File: config.mk
export PLATFORM = sky130hd
export DESIGN_NAME = icb_rd_master
export DESIGN_NICKNAME = d
export VERILOG_FILES = /design/src/rtl/icb_rd_pkg.sv /design/src/rtl/icb_sync_fifo.sv /design/src/rtl/icb_rd_master.sv
export SDC_FILE = /design/constraint.sdc
export NUM_CORES = 1
export LEC_CHECK = 0
export ABC_AREA = 1
export CAP_MARGIN = 20
export CORE_ASPECT_RATIO = 0.75
export CORE_UTILIZATION = 54
export CTS_CLUSTER_DIAMETER = 150
export CTS_CLUSTER_SIZE = 12
export DETAILED_ROUTE_END_ITERATION = 16
export HOLD_SLACK_MARGIN = 0.12
export PLACE_DENSITY_LB_ADDON = 0.1
export SYNTH_ARGS = -nofsm -noshare
export SYNTH_HDL_FRONTEND = slang
export SYNTH_SLANG_ARGS = --single-unit
File: constraint.sdc
create_clock -name clk -period 7 [get_ports clk]
set_input_delay 1.05 -clock clk [delete_from_list [all_inputs] [get_ports clk]]
set_output_delay 1.05 -clock clk [all_outputs]
set_load 0.005 [all_outputs]
File: src/rtl/icb_rd_pkg.sv
// Shared types and constants for the ICB read master and its response FIFO.
package icb_rd_pkg;

    localparam int unsigned ICB_AW    = 32;
    localparam int unsigned ICB_DW    = 32;
    localparam int unsigned ADDR_STEP = 4;

    typedef enum logic [1:0] {
        IDLE,
        RUN,
        DRAIN
    } rd_state_e;

endpackage

File: src/rtl/icb_sync_fifo.sv
// Single-clock FIFO with a combinational read port; the head word is visible right after the
// edge that writes it.
module icb_sync_fifo #(
    parameter int unsigned DEPTH = 4,
    parameter int unsigned WIDTH = 32,
    localparam int unsigned AW   = $clog2(DEPTH),
    localparam int unsigned CW   = AW + 1
) (
    input  logic             clk,
    input  logic             rst_n,
    input  logic             push,
    input  logic [WIDTH-1:0] wdata,
    input  logic             pop,
    output logic [WIDTH-1:0] rdata,
    output logic             full,
    output logic             empty,
    output logic [CW-1:0]    count
);

    logic [WIDTH-1:0] mem_q [DEPTH];
    logic [AW-1:0]    wptr_q, rptr_q;
    logic [CW-1:0]    count_q;
    logic             do_push, do_pop;

    assign full    = (count_q == CW'(DEPTH));
    assign empty   = (count_q == '0);
    assign count   = count_q;
    assign rdata   = mem_q[rptr_q];
    assign do_push = push & ~full;
    assign do_pop  = pop & ~empty;

    // Storage is cleared on reset so the read port shows zero while empty after reset.
    always_ff @(posedge clk or negedge rst_n) begin
        if (!rst_n) begin
            wptr_q  <= '0;
            rptr_q  <= '0;
            count_q <= '0;
            for (int i = 0; i < DEPTH; i++) begin
                mem_q[i] <= '0;
            end
        end else begin
            if (do_push) begin
                mem_q[wptr_q] <= wdata;
                wptr_q        <= wptr_q + AW'(1);
            end
            if (do_pop) begin
                rptr_q <= rptr_q + AW'(1);
            end
            count_q <= count_q + CW'(do_push) - CW'(do_pop);
        end
    end

endmodule

File: src/rtl/icb_rd_master.sv
// ICB read initiator: issues in-order word reads from a latched base address and streams the
// responses to a valid/ready consumer through a credit-protected FIFO.
module icb_rd_master
    import icb_rd_pkg::*;
#(
    parameter int unsigned FIFO_DEPTH = 4,
    parameter int unsigned LEN_W      = 16
) (
    input  logic              clk,
    input  logic              rst_n,
    input  logic              start,
    input  logic [ICB_AW-1:0] base_addr,
    input  logic [LEN_W-1:0]  len,
    output logic              busy,
    output logic              done,
    output logic              err,
    output logic              icb_cmd_valid,
    input  logic              icb_cmd_ready,
    output logic              icb_cmd_read,
    output logic [ICB_AW-1:0] icb_cmd_addr,
    output logic [ICB_DW-1:0] icb_cmd_wdata,
    output logic [3:0]        icb_cmd_wmask,
    input  logic              icb_rsp_valid,
    output logic              icb_rsp_ready,
    input  logic [ICB_DW-1:0] icb_rsp_rdata,
    input  logic              icb_rsp_err,
    output logic              dout_valid,
    input  logic              dout_ready,
    output logic [ICB_DW-1:0] dout_data
);

    localparam int unsigned CNT_W = LEN_W + 1;
    localparam int unsigned SUM_W = LEN_W + 2;
    localparam int unsigned FCW   = $clog2(FIFO_DEPTH) + 1;
    localparam logic [ICB_AW-1:0] ALIGN_MASK = ~ICB_AW'(3);

    rd_state_e         state_q;
    logic              busy_q, done_q, err_q, cmd_valid_q, rsp_ready_q;
    logic [ICB_AW-1:0] cmd_addr_q, nxt_addr_q;
    logic [LEN_W-1:0]  len_q;
    logic [CNT_W-1:0]  cmd_cnt_q, rsp_cnt_q, len_x;
    logic [SUM_W-1:0]  credit_used;
    logic              cmd_fire, rsp_fire, can_issue;
    logic              fifo_pop, fifo_full, fifo_empty;
    logic [FCW-1:0]    fifo_count;

    assign len_x    = {1'b0, len_q};
    assign cmd_fire = cmd_valid_q & icb_cmd_ready;
    assign rsp_fire = icb_rsp_valid & rsp_ready_q & (state_q != IDLE);
    assign fifo_pop = dout_ready & ~fifo_empty;

    // cmd_cnt_q counts commands already presented, so the pending one holds a credit too.
    assign credit_used = SUM_W'(cmd_cnt_q - rsp_cnt_q) + SUM_W'(fifo_count);
    assign can_issue   = (cmd_cnt_q < len_x) && (credit_used < SUM_W'(FIFO_DEPTH)) && !fifo_full;

    always_ff @(posedge clk or negedge rst_n) begin
        if (!rst_n) begin
            state_q     <= IDLE;
            busy_q      <= 1'b0;
            done_q      <= 1'b0;
            err_q       <= 1'b0;
            cmd_valid_q <= 1'b0;
            rsp_ready_q <= 1'b0;
            cmd_addr_q  <= '0;
            nxt_addr_q  <= '0;
            len_q       <= '0;
            cmd_cnt_q   <= '0;
            rsp_cnt_q   <= '0;
        end else begin
            done_q      <= 1'b0;
            rsp_ready_q <= 1'b1;
            if (rsp_fire) begin
                rsp_cnt_q <= rsp_cnt_q + CNT_W'(1);
                if (icb_rsp_err) begin
                    err_q <= 1'b1;
                end
            end
            unique case (state_q)
                IDLE: begin
                    if (start) begin
                        err_q <= 1'b0;
                        if (len != '0) begin
                            // First command goes out on the edge that accepts start.
                            state_q     <= RUN;
                            busy_q      <= 1'b1;
                            len_q       <= len;
                            cmd_cnt_q   <= CNT_W'(1);
                            rsp_cnt_q   <= '0;
                            cmd_valid_q <= 1'b1;
                            cmd_addr_q  <= base_addr & ALIGN_MASK;
                            nxt_addr_q  <= (base_addr & ALIGN_MASK) + ICB_AW'(ADDR_STEP);
                        end else begin
                            done_q <= 1'b1;
                        end
                    end
                end
                RUN: begin
                    if (!cmd_valid_q || cmd_fire) begin
                        if (can_issue) begin
                            cmd_valid_q <= 1'b1;
                            cmd_addr_q  <= nxt_addr_q;
                            nxt_addr_q  <= nxt_addr_q + ICB_AW'(ADDR_STEP);
                            cmd_cnt_q   <= cmd_cnt_q + CNT_W'(1);
                        end else begin
                            cmd_valid_q <= 1'b0;
                        end
                    end
                    if (cmd_fire && (cmd_cnt_q == len_x)) begin
                        state_q <= DRAIN;
                    end
                end
                DRAIN: begin
                    if ((rsp_cnt_q == len_x) && fifo_empty) begin
                        state_q <= IDLE;
                        busy_q  <= 1'b0;
                        done_q  <= 1'b1;
                    end
                end
                default: state_q <= IDLE;
            endcase
        end
    end

    icb_sync_fifo #(
        .DEPTH (FIFO_DEPTH),
        .WIDTH (ICB_DW)
    ) u_rsp_fifo (
        .clk   (clk),
        .rst_n (rst_n),
        .push  (rsp_fire),
        .wdata (icb_rsp_rdata),
        .pop   (fifo_pop),
        .rdata (dout_data),
        .full  (fifo_full),
        .empty (fifo_empty),
        .count (fifo_count)
    );

    assign busy          = busy_q;
    assign done          = done_q;
    assign err           = err_q;
    assign icb_cmd_valid = cmd_valid_q;
    assign icb_cmd_addr  = cmd_addr_q;
    assign icb_cmd_read  = 1'b1;
    assign icb_cmd_wdata = '0;
    assign icb_cmd_wmask = '0;
    assign icb_rsp_ready = rsp_ready_q;
    assign dout_valid    = ~fifo_empty;

endmodule

After elaboration in Yosys (flattened, before gate mapping)
Cells that the tools add are included.

Muxes and demuxes: 45. Order comparisons: 5. Multiply operators: 0. Equal/unequal tests: 11. Bitwise logic cells: 10. Shifts and indexed selects: 0. Reductions and logical operators: 19. Add/subtract/negate cells: 10. Div/mod/pow operators: 0.

Operators by type and width (count): $mux W32 (11); $mux W17 (8); $bwmux W128 (1); $pmux W32 S2 (2); $add A32 B3 Y32 const B (2); $bmux W32 S2 (1); $demux W32 S2 (1); $add A17 B1 Y17 const B (2); $eq A17 B16 Y1 (2); $pmux W17 S2 (1); $add A18 B3 Y18 (1); $lt A18 B3 Y1 const B (1); $sub A17 B17 Y18 (1); $lt A17 B16 Y1 (1); $reduce_bool A16 Y1 (1); $mux W1 (12); $ne A2 B2 Y1 const B (6); $reduce_and A4 Y1 (3); $mux W2 (4); $and A1 B1 Y1 (6); $ge A3 B3 Y1 const B (2); $not A2 Y3 (2); $pmux W1 S2 (3); $pmux W2 S3 (1); 16 further kinds (25).

Memories kept: 0. Word-level logic and storage cells: 118. Memory bits (read-only): 0. Memory bits (writable): 0. Bits in latches: 0. Register bits: 256. Input port bits: 87.

Logic depth before layout (Yosys ltp)
Gate-level depths: netlist of the first run.

Depth after elaboration: 8. Depth in mapped cells: 23.

Hierarchy
From an unflattened synthesis of the first run, not the netlist that was laid out.

Cells, all modules: 2105. Area total of the unflattened synthesis: 15383.5 µm².

Modules (own cells, without submodules): icb_rd_master (instances 1, sequential area each 2927.8 µm², cells an instance 1269, area each 8694.6 µm²); icb_sync_fifo (instances 1, sequential area each 3378.2 µm², cells an instance 836, area each 6688.9 µm²).

Worst setup path after synthesis of the first run
OpenSTA, ideal clock, no wires.

Kind: flip-flop to flip-flop. From: register cmd_cnt_q[2]. To: register cmd_cnt_q[0]. Path slack: 4.136 ns. Path buffers: 2. Period minus slack after synthesis: 2.864 ns. Data required time: 6.883 ns. Cell stages (with the launch flop): 23. Data arrival time: 2.748 ns. Path through: dfrtp_1 > inv_1 > fa_1 > inv_1 > ha_1 > nand2_1 > nand2_1 > nand2_1 > nand3_1 > nand2_1 > nand2_1 > nand2_1 > nand2_1 > nor2_1 > nand2_1 > nor2_1 > nand3_1 > nand2_2 > nand2_2 > buf_6 > buf_6 > nand2_1 > nand2_1.

Cells in the longest elaborated chain, start to end: 7.

Ends and longest elaborated chain: start: declaration (line icb_rd_master.sv:41) `logic [CNT_W-1:0] cmd_cnt_q, rsp_cnt_q, len_x;`; start signal: assignment (line icb_rd_master.sv:103) `cmd_cnt_q <= cmd_cnt_q + CNT_W'(1);`; $sub A17 B17 Y18 (line icb_rd_master.sv:53) `assign credit_used = SUM_W'(cmd_cnt_q - rsp_cnt_q) + SUM_W'(fifo_count);`; $add A18 B3 Y18 (line icb_rd_master.sv:53); $lt A18 B3 Y1 (line icb_rd_master.sv:54) `assign can_issue = (cmd_cnt_q < len_x) && (credit_used < SUM_W'(FIFO_DEPTH)) && !fifo_full;`; $logic_and A1 B1 Y1 * (2 in series) (line icb_rd_master.sv:54); $ne A2 B2 Y1 (no source line) *; $reduce_and A5 Y1 (no source line) *.

Every way passes the cells marked *; elsewhere a longest branch is shown, timed or not. A chain may end at the register's enable or synchronous reset.

Worst setup path in the final report of the first run
From: register cmd_cnt_q[2]. To: register nxt_addr_q[21].

Cells in the longest elaborated chain, start to end: 7.

Ends and longest elaborated chain: $sub A17 B17 Y18 (line icb_rd_master.sv:53); $add A18 B3 Y18 (line icb_rd_master.sv:53); $lt A18 B3 Y1 (line icb_rd_master.sv:54); $logic_and A1 B1 Y1 * (2 in series) (line icb_rd_master.sv:54); $ne A2 B2 Y1 (no source line) *; $reduce_and A5 Y1 (no source line) *; end signal: assignment (line icb_rd_master.sv:91) `nxt_addr_q <= (base_addr & ALIGN_MASK) + ICB_AW'(ADDR_STEP);`; end signal: assignment (line icb_rd_master.sv:102) `nxt_addr_q <= nxt_addr_q + ICB_AW'(ADDR_STEP);`; end: declaration (line icb_rd_master.sv:39) `logic [ICB_AW-1:0] cmd_addr_q, nxt_addr_q;`.

Marked as above.

==> flow_summary.json, run 1 <==
{
  "grtUsageTotal": 0.284,
  "cap_violations": 0,
  "cp.required_ns": 7.45,
  "critPathKind": "reg -> reg",
  "grt_pass1_vias": 11896,
  "netlist_area_um2": 14300,
  "avgViaCountPerCell": 5.41,
  "clkTransAtPathRegs_ns": 0.06,
  "synth_area_per_cell_um2": 7.50,
  "fmax_mhz": 250,
  "worst_slew_margin_rel": 0.437,
  "antenna_found_initial": 0,
  "vias": 12783,
  "cts_buffers": 24,
  "post-route-period-util": 0.571,
  "worstPathCellList": "inv_1, fa_1, inv_1, ha_1, nand2_1, nand2_1, inv_1, nand2_1, nand2_1, nand3b_1, or2_2, nand3_1, nor2_1, nand3_1, nand2_2, nand2_2, buf_4, nand2_1, nand2_1",
  "grt_pass1_wl_um": 61800,
  "place_ws_ns": 3.07,
  "final_cell_area_um2": 16600,
  "placed_cell_area_um2": 15900,
  "cp_max_fo": 77,
  "postLayoutCoreUtil": 0.637,
  "skew_ns": 0.0167,
  "endpoint_kind": "register",
  "cts_root_buf": "clkbuf_16",
  "place_congestion": 0.966,
  "portBuffers": 152,
  "tightestPinTransition_ns": 0.844,
  "io_pins": 194,
  "wl_um": 38100,
  "cts_tree": "built",
  "crit_path_max_incr_delay_ns": 0.64,
  "ctsHoldBuffers": 0,
  "gr-total-overflow": 0,
  "tns_ns": 0,
  "power.density_nw_per_um2": 306,
  "synth.area.top_cells": "dfrtp_1 44%, nand2_1 15%, o21ai_0 7.9%, ha_1 4.9%, nand3_1 4.5%",
  "grt_max_degree": 152,
  "htreeDepth": 1,
  "setup_ws_ns": 3.00,
  "start_util": 0.550,
  "synth_warnings": 0,
  "outcome": "finished, final reports clean",
  "yosys.area.top_type": "dfrtp_1",
  "period_minus_slack_ns": 4.00,
  "ctsResizeCount": 0,
  "cp.arrival_ns": 4.45,
  "slew_violations": 0,
  "final_hold_viol_count": 0,
  "coreArea_um2": 26000,
  "drt-pass1-iter-count": 7,
  "antenna_left": 0,
  "drt_iter0_markers": 1303,
  "cts_setup_buffers": 0,
  "synth.top_cell.area_share": 0.440,
  "crit_path_frequent_cell": "nand2_1",
  "setup_viol": 0,
  "hold_path_class": "reg -> reg",
  "dp_hpwl_um": 26000,
  "antenna_cells": 0,
  "rsz0062_at_grt": "no",
  "cts_sinks": 252,
  "final_net_count": 2167,
  "power_mw": 5.08,
  "syn_inst": 1910,
  "critPathLaunchType": "register",
  "fp.dieH_um": 143,
  "clk-insertion-delay-late_ns": 0.53,
  "routedWlPerCell_um": 16.1,
  "ir_worst_vdd_mv": 0.224,
  "chipWidth_um": 190,
  "drc": 0,
  "drive_above_1_share": 0.0292,
  "synth_seq_cells": 252,
  "ys_types": 37,
  "syn_to_final_growth_pct": 15.8,
  "worst_path_max_delay_cell": "buf_4",
  "ctsLongestPathBuffers": 3,
  "dieArea_um2": 27200,
  "total_leakage_power_nw": 8.44,
  "ys_seq_area_frac": 0.440,
  "rows": 51
}
routing by layer:
layer	up-vias	wire length (µm)	global-route usage
li1	6301	-	-
met1	6038	18300	0.425
met2	404	16300	0.429
met3	40	2920	0.0543
met4	0	522	0.0548
met5	-	0	0
power breakdown:
part / internal (mW) / total, mW / switching, mW
registers: 1.83 / 2.04 / 0.208
clock network: 0.608 / 1.14 / 0.534
logic: 0.852 / 1.90 / 1.05
synth_stat cells, drive strengths merged:
library cell / instances
inv: 172
clkinv: 2
nor3: 31
conb: 2
fa: 3
clkbuf: 56
and2: 2
o21ai: 229
buf: 62
nand2: 590
nand3: 130
a211oi: 1
xnor2: 13
o31ai: 1
o21bai: 2
xor2: 41
nor3b: 3
or2: 3
a31oi: 1
nand3b: 5
nor2: 157
o2111ai: 2
nor4: 12
a21oi: 32
o22ai: 38
nand4: 12
dfrtp: 252
ha: 56
stage by stage:
| stage | hold slack [ns] | std cells |
|---|---|---|
| CTS | 0.469 | 2360 |
| floorplan | 0.437 | 1948 |
| global placement | 0.449 | 2334 |
| global route | 0.486 | 2365 |
| finish | 0.468 | 2365 |
| detailed placement | 0.455 | 2334 |
worst max-delay path, delay by kind of cell, from the launching register on:
kind | cells | cell delay [ns]
fa+ha+maj | 2 | 0.93
flops | 1 | 0.45
buf+inv | 4 | 0.94
simple gates | 13 | 1.54
area by class of cell:
class                           instances  area (µm²)
Fill cell                            2311        9440
Multi-Input combinational cell       1404        6870
Sequential cell                       252        6310
Tap cell                              344         430
Timing Repair Buffer                  165        1710
Clock buffer                           25         604
Inverter                              174         654
Clock inverter                          1        16.3
state kept, by name (all words and copies together) (netlist names):
signal             count
icb_cmd_addr          30
cmd_cnt_q             17
err                    1
state_q                2
busy                   1
rsp_cnt_q             17
u_rsp_fifo.mem_q     128
done                   1
icb_rsp_ready          1
u_rsp_fifo.rptr_q      2
u_rsp_fifo.count       3
len_q                 16
nxt_addr_q            30
u_rsp_fifo.wptr_q      2
icb_cmd_valid          1
path summary, 6_finish.rpt:
kind,startpoint,depth (start not counted),slack [ns],endpoint
max,cmd_cnt_q[2]$_DFFE_PN0P_,19,3.00,nxt_addr_q[21]$_DFFE_PN0P_
min,icb_cmd_addr[6]$_DFFE_PN0P_,2,0.47,icb_cmd_addr[6]$_DFFE_PN0P_
max reg2reg,cmd_cnt_q[2]$_DFFE_PN0P_,19,3.00,nxt_addr_q[21]$_DFFE_PN0P_
min reg2reg,icb_cmd_addr[6]$_DFFE_PN0P_,2,0.47,icb_cmd_addr[6]$_DFFE_PN0P_
max in group asynchronous,rst_n,2,5.14,u_rsp_fifo.mem_q[5]$_DFFE_PN0P_
min in group asynchronous,rst_n,1,0.57,len_q[13]$_DFFE_PN0P_
kinds of logic (layout without fill, tap and decap cells):
kind of cell | count (synthesis) | count (layout) | share of synthesized area
and+or+nand+nor | 945 | 945 | 0.270
buffers and inverters | 292 | 365 | 0.0913
adders and majority gates | 59 | 59 | 0.0531
AOI/OAI and AO/OA | 306 | 306 | 0.112
other | 2 | 40 | 0.000524
xor gates and xnor gates | 54 | 54 | 0.0330
DFF | 252 | 252 | 0.440
cells in the final DEF, fill, tap and decap left out, drive strengths merged:
cell type and instances:
nand2 590, dfrtp 252, o21ai 229, inv 171, nor2 157, clkdlybuf4s50 151
nand3 130, ha 56, xor2 41, conb 40, o22ai 38, a21oi 32
nor3 31, clkbuf 25, buf 14, xnor2 13, nor4 12, nand4 12
nand3b 5, clkinv 4, or2 3, nor3b 3, fa 3, o2111ai 2
o21bai 2, and2 2, a31oi 1, a211oi 1, o31ai 1
Power figures use the tool's default switching activity.
==> inputs of run 2 (changes only) <==
CORE_UTILIZATION = 51   (was 54)
clock period = 3.48 ns   (was 7 ns; I/O delays follow)
==> run 2 against run 1 <==
  * Global-route usage is 1.6 points lower
  * Core utilization fell by 1.9 points
  * Sequential share of layout area down 0.60 points
  * Fmax increased by 23%
  * Die area up 5.8%
  * Sequential power is 100% higher
  * Register-to-register slack lost 2.8 ns
  * Final area increased by 1.6%
  * Clock power up 100%
  * Worst setup slack worse by 2.8 ns
  * Largest cell class unchanged
==> flow_summary.json, run 2 (synthesized netlist as in run 1, its figures left out) <==
{
  "period_minus_slack_ns": 3.25,
  "drc": 0,
  "rsz0062_at_grt": "no",
  "antenna_left": 0,
  "setup_ws_ns": 0.234,
  "total_leakage_power_nw": 8.58,
  "vias": 12908,
  "cts_buffers": 24,
  "clkTransAtPathRegs_ns": 0.06,
  "grtUsageTotal": 0.268,
  "final_net_count": 2190,
  "cts_sinks": 252,
  "top_register": "u_rsp_fifo.mem_q",
  "clk-insertion-delay-late_ns": 0.53,
  "place_ws_ns": 0.153,
  "syn_to_final_growth_pct": 17.7,
  "portBuffers": 152,
  "tightestPinTransition_ns": 0.705,
  "place_congestion": 0.970,
  "cts_tree": "built",
  "ctsLongestPathBuffers": 3,
  "outcome": "finished, final reports clean",
  "wl_um": 38800,
  "avgViaCountPerCell": 5.39,
  "largest_register_ffs": 128,
  "drive_above_1_share": 0.0416,
  "cp.required_ns": 3.94,
  "hold_start": "icb_cmd_addr[14]$_DFFE_PN0P_",
  "power.density_nw_per_um2": 606,
  "tns_ns": 0,
  "routedWlPerCell_um": 16.2,
  "cap_violations": 0,
  "gr-total-overflow": 0,
  "fin_hold_ws_ns": 0.469,
  "skew_ns": 0.0166,
  "start_util": 0.526,
  "fillCellCount": 2499,
  "post-route-period-util": 0.933,
  "antenna_found_initial": 1,
  "critPathLaunchType": "register",
  "dp_hpwl_um": 26700,
  "grt_pass1_vias": 12144,
  "setup_viol": 0,
  "rows": 52,
  "final_hold_viol_count": 0,
  "layout_commonest_cell": "nand2_1",
  "crit_path_start": "cmd_cnt_q[1]$_DFFE_PN0P_",
  "rr_startpoint": "cmd_cnt_q[1]$_DFFE_PN0P_",
  "fmax_mhz": 308,
  "io_pins": 194,
  "coreArea_um2": 27300,
  "top_layer_used": "met4",
  "hold_path_class": "reg -> reg",
  "drt-pass1-iter-count": 6,
  "htreeDepth": 1,
  "fp.dieH_um": 147,
  "drt_iter0_markers": 1183,
  "dieArea_um2": 28800,
  "grt_pass1_wl_um": 62600,
  "grt_max_degree": 91,
  "cp_max_fo": 17,
  "cp.arrival_ns": 3.70,
  "drt-met1-wl_um": 18200,
  "final_cell_mix": "580 x nand2_1, 251 x dfrtp_1, 227 x o21ai_0, 165 x inv_1, 157 x nor2_1",
  "cts_root_buf": "clkbuf_16",
  "ir_worst_vdd_mv": 0.406,
  "endpoint_kind": "register",
  "worst_slew_margin_rel": 0.530,
  "wl_met3_um": 3190,
  "chipWidth_um": 196,
  "critPathKind": "reg -> reg",
  "dr_wl_met2_um": 16700,
  "slew_violations": 0,
  "postLayoutCoreUtil": 0.619
}
run 2: where the power goes:
part | total [mW] | switching [mW] | internal (mW) | leakage [nW]
Combinational | 3.82 | 2.09 | 1.74 | 5.12
Clock | 2.31 | 1.09 | 1.22 | 0.304
Sequential | 4.09 | 0.411 | 3.68 | 3.15
run 2: stage by stage:
| stage | instances | instance area, µm² | power [mW] |
|---|---|---|---|
| floorplan | 1948 | 14500 | 6.28 |
| global placement | 2359 | 16100 | 7.78 |
| detailed placement | 2359 | 16100 | 7.90 |
| CTS | 2386 | 16700 | 10.2 |
| global route | 2396 | 16900 | 11.0 |
| finish | 2396 | 16900 | 10.2 |
run 2: timing repair:
action | in CTS | in global routing
hold buffers | 1 | 0
endpoints found under the setup margin | 0 | 78
gates resized for setup | 0 | 7
hold endpoints to repair | 86 | 0
setup buffers | 0 | 5
run 2: area by class of cell:
cell class / count / area [µm²] / share of cell area
inverter: 174 / 654 / 0.0388
tap: 351 / 439 / 0.0260
antenna: 1 / 2.50 / 0.000148
timing repair buffer: 188 / 1940 / 0.115
sequential: 252 / 6310 / 0.374
clock inverter: 1 / 16.3 / 0.000965
clock buffer: 25 / 604 / 0.0358
multi-input combinational: 1404 / 6900 / 0.409
run 2: critical path, stage by stage, from the launching register on:
cell and delay [ns]:
dfrtp_1 0.41, inv_2 0.09, fa_1 0.54, inv_1 0.08
ha_1 0.34, nand3_1 0.11, nand2_1 0.10, nand2_1 0.09
nand2_1 0.09, nand2_1 0.08, nand2_1 0.08, nand3_1 0.08
nand2_1 0.07, nand2_1 0.06, nand2_1 0.05, nor2_1 0.14
nand3_2 0.13, nand2_4 0.15, buf_12 0.13, buf_6 0.19
nand3_1 0.10, nand2_1 0.09
run 2: per-layer routing:
metal,track usage,up-vias
met4,0.0638,0
met5,0,-
met3,0.0636,49
li1,-,6348
met1,0.397,6086
met2,0.396,425
run 2: worst paths after layout:
path | end | slack (ns) | depth (start not counted)
max in group asynchronous | nxt_addr_q[21]$_DFFE_PN0P_ | 1.95 | 3
min in group asynchronous | len_q[14]$_DFFE_PN0P_ | 0.60 | 2
max | nxt_addr_q[2]$_DFFE_PN0P_ | 0.23 | 21
min reg2reg | icb_cmd_addr[14]$_DFFE_PN0P_ | 0.47 | 2
min | icb_cmd_addr[14]$_DFFE_PN0P_ | 0.47 | 2
max reg2reg | nxt_addr_q[2]$_DFFE_PN0P_ | 0.23 | 21
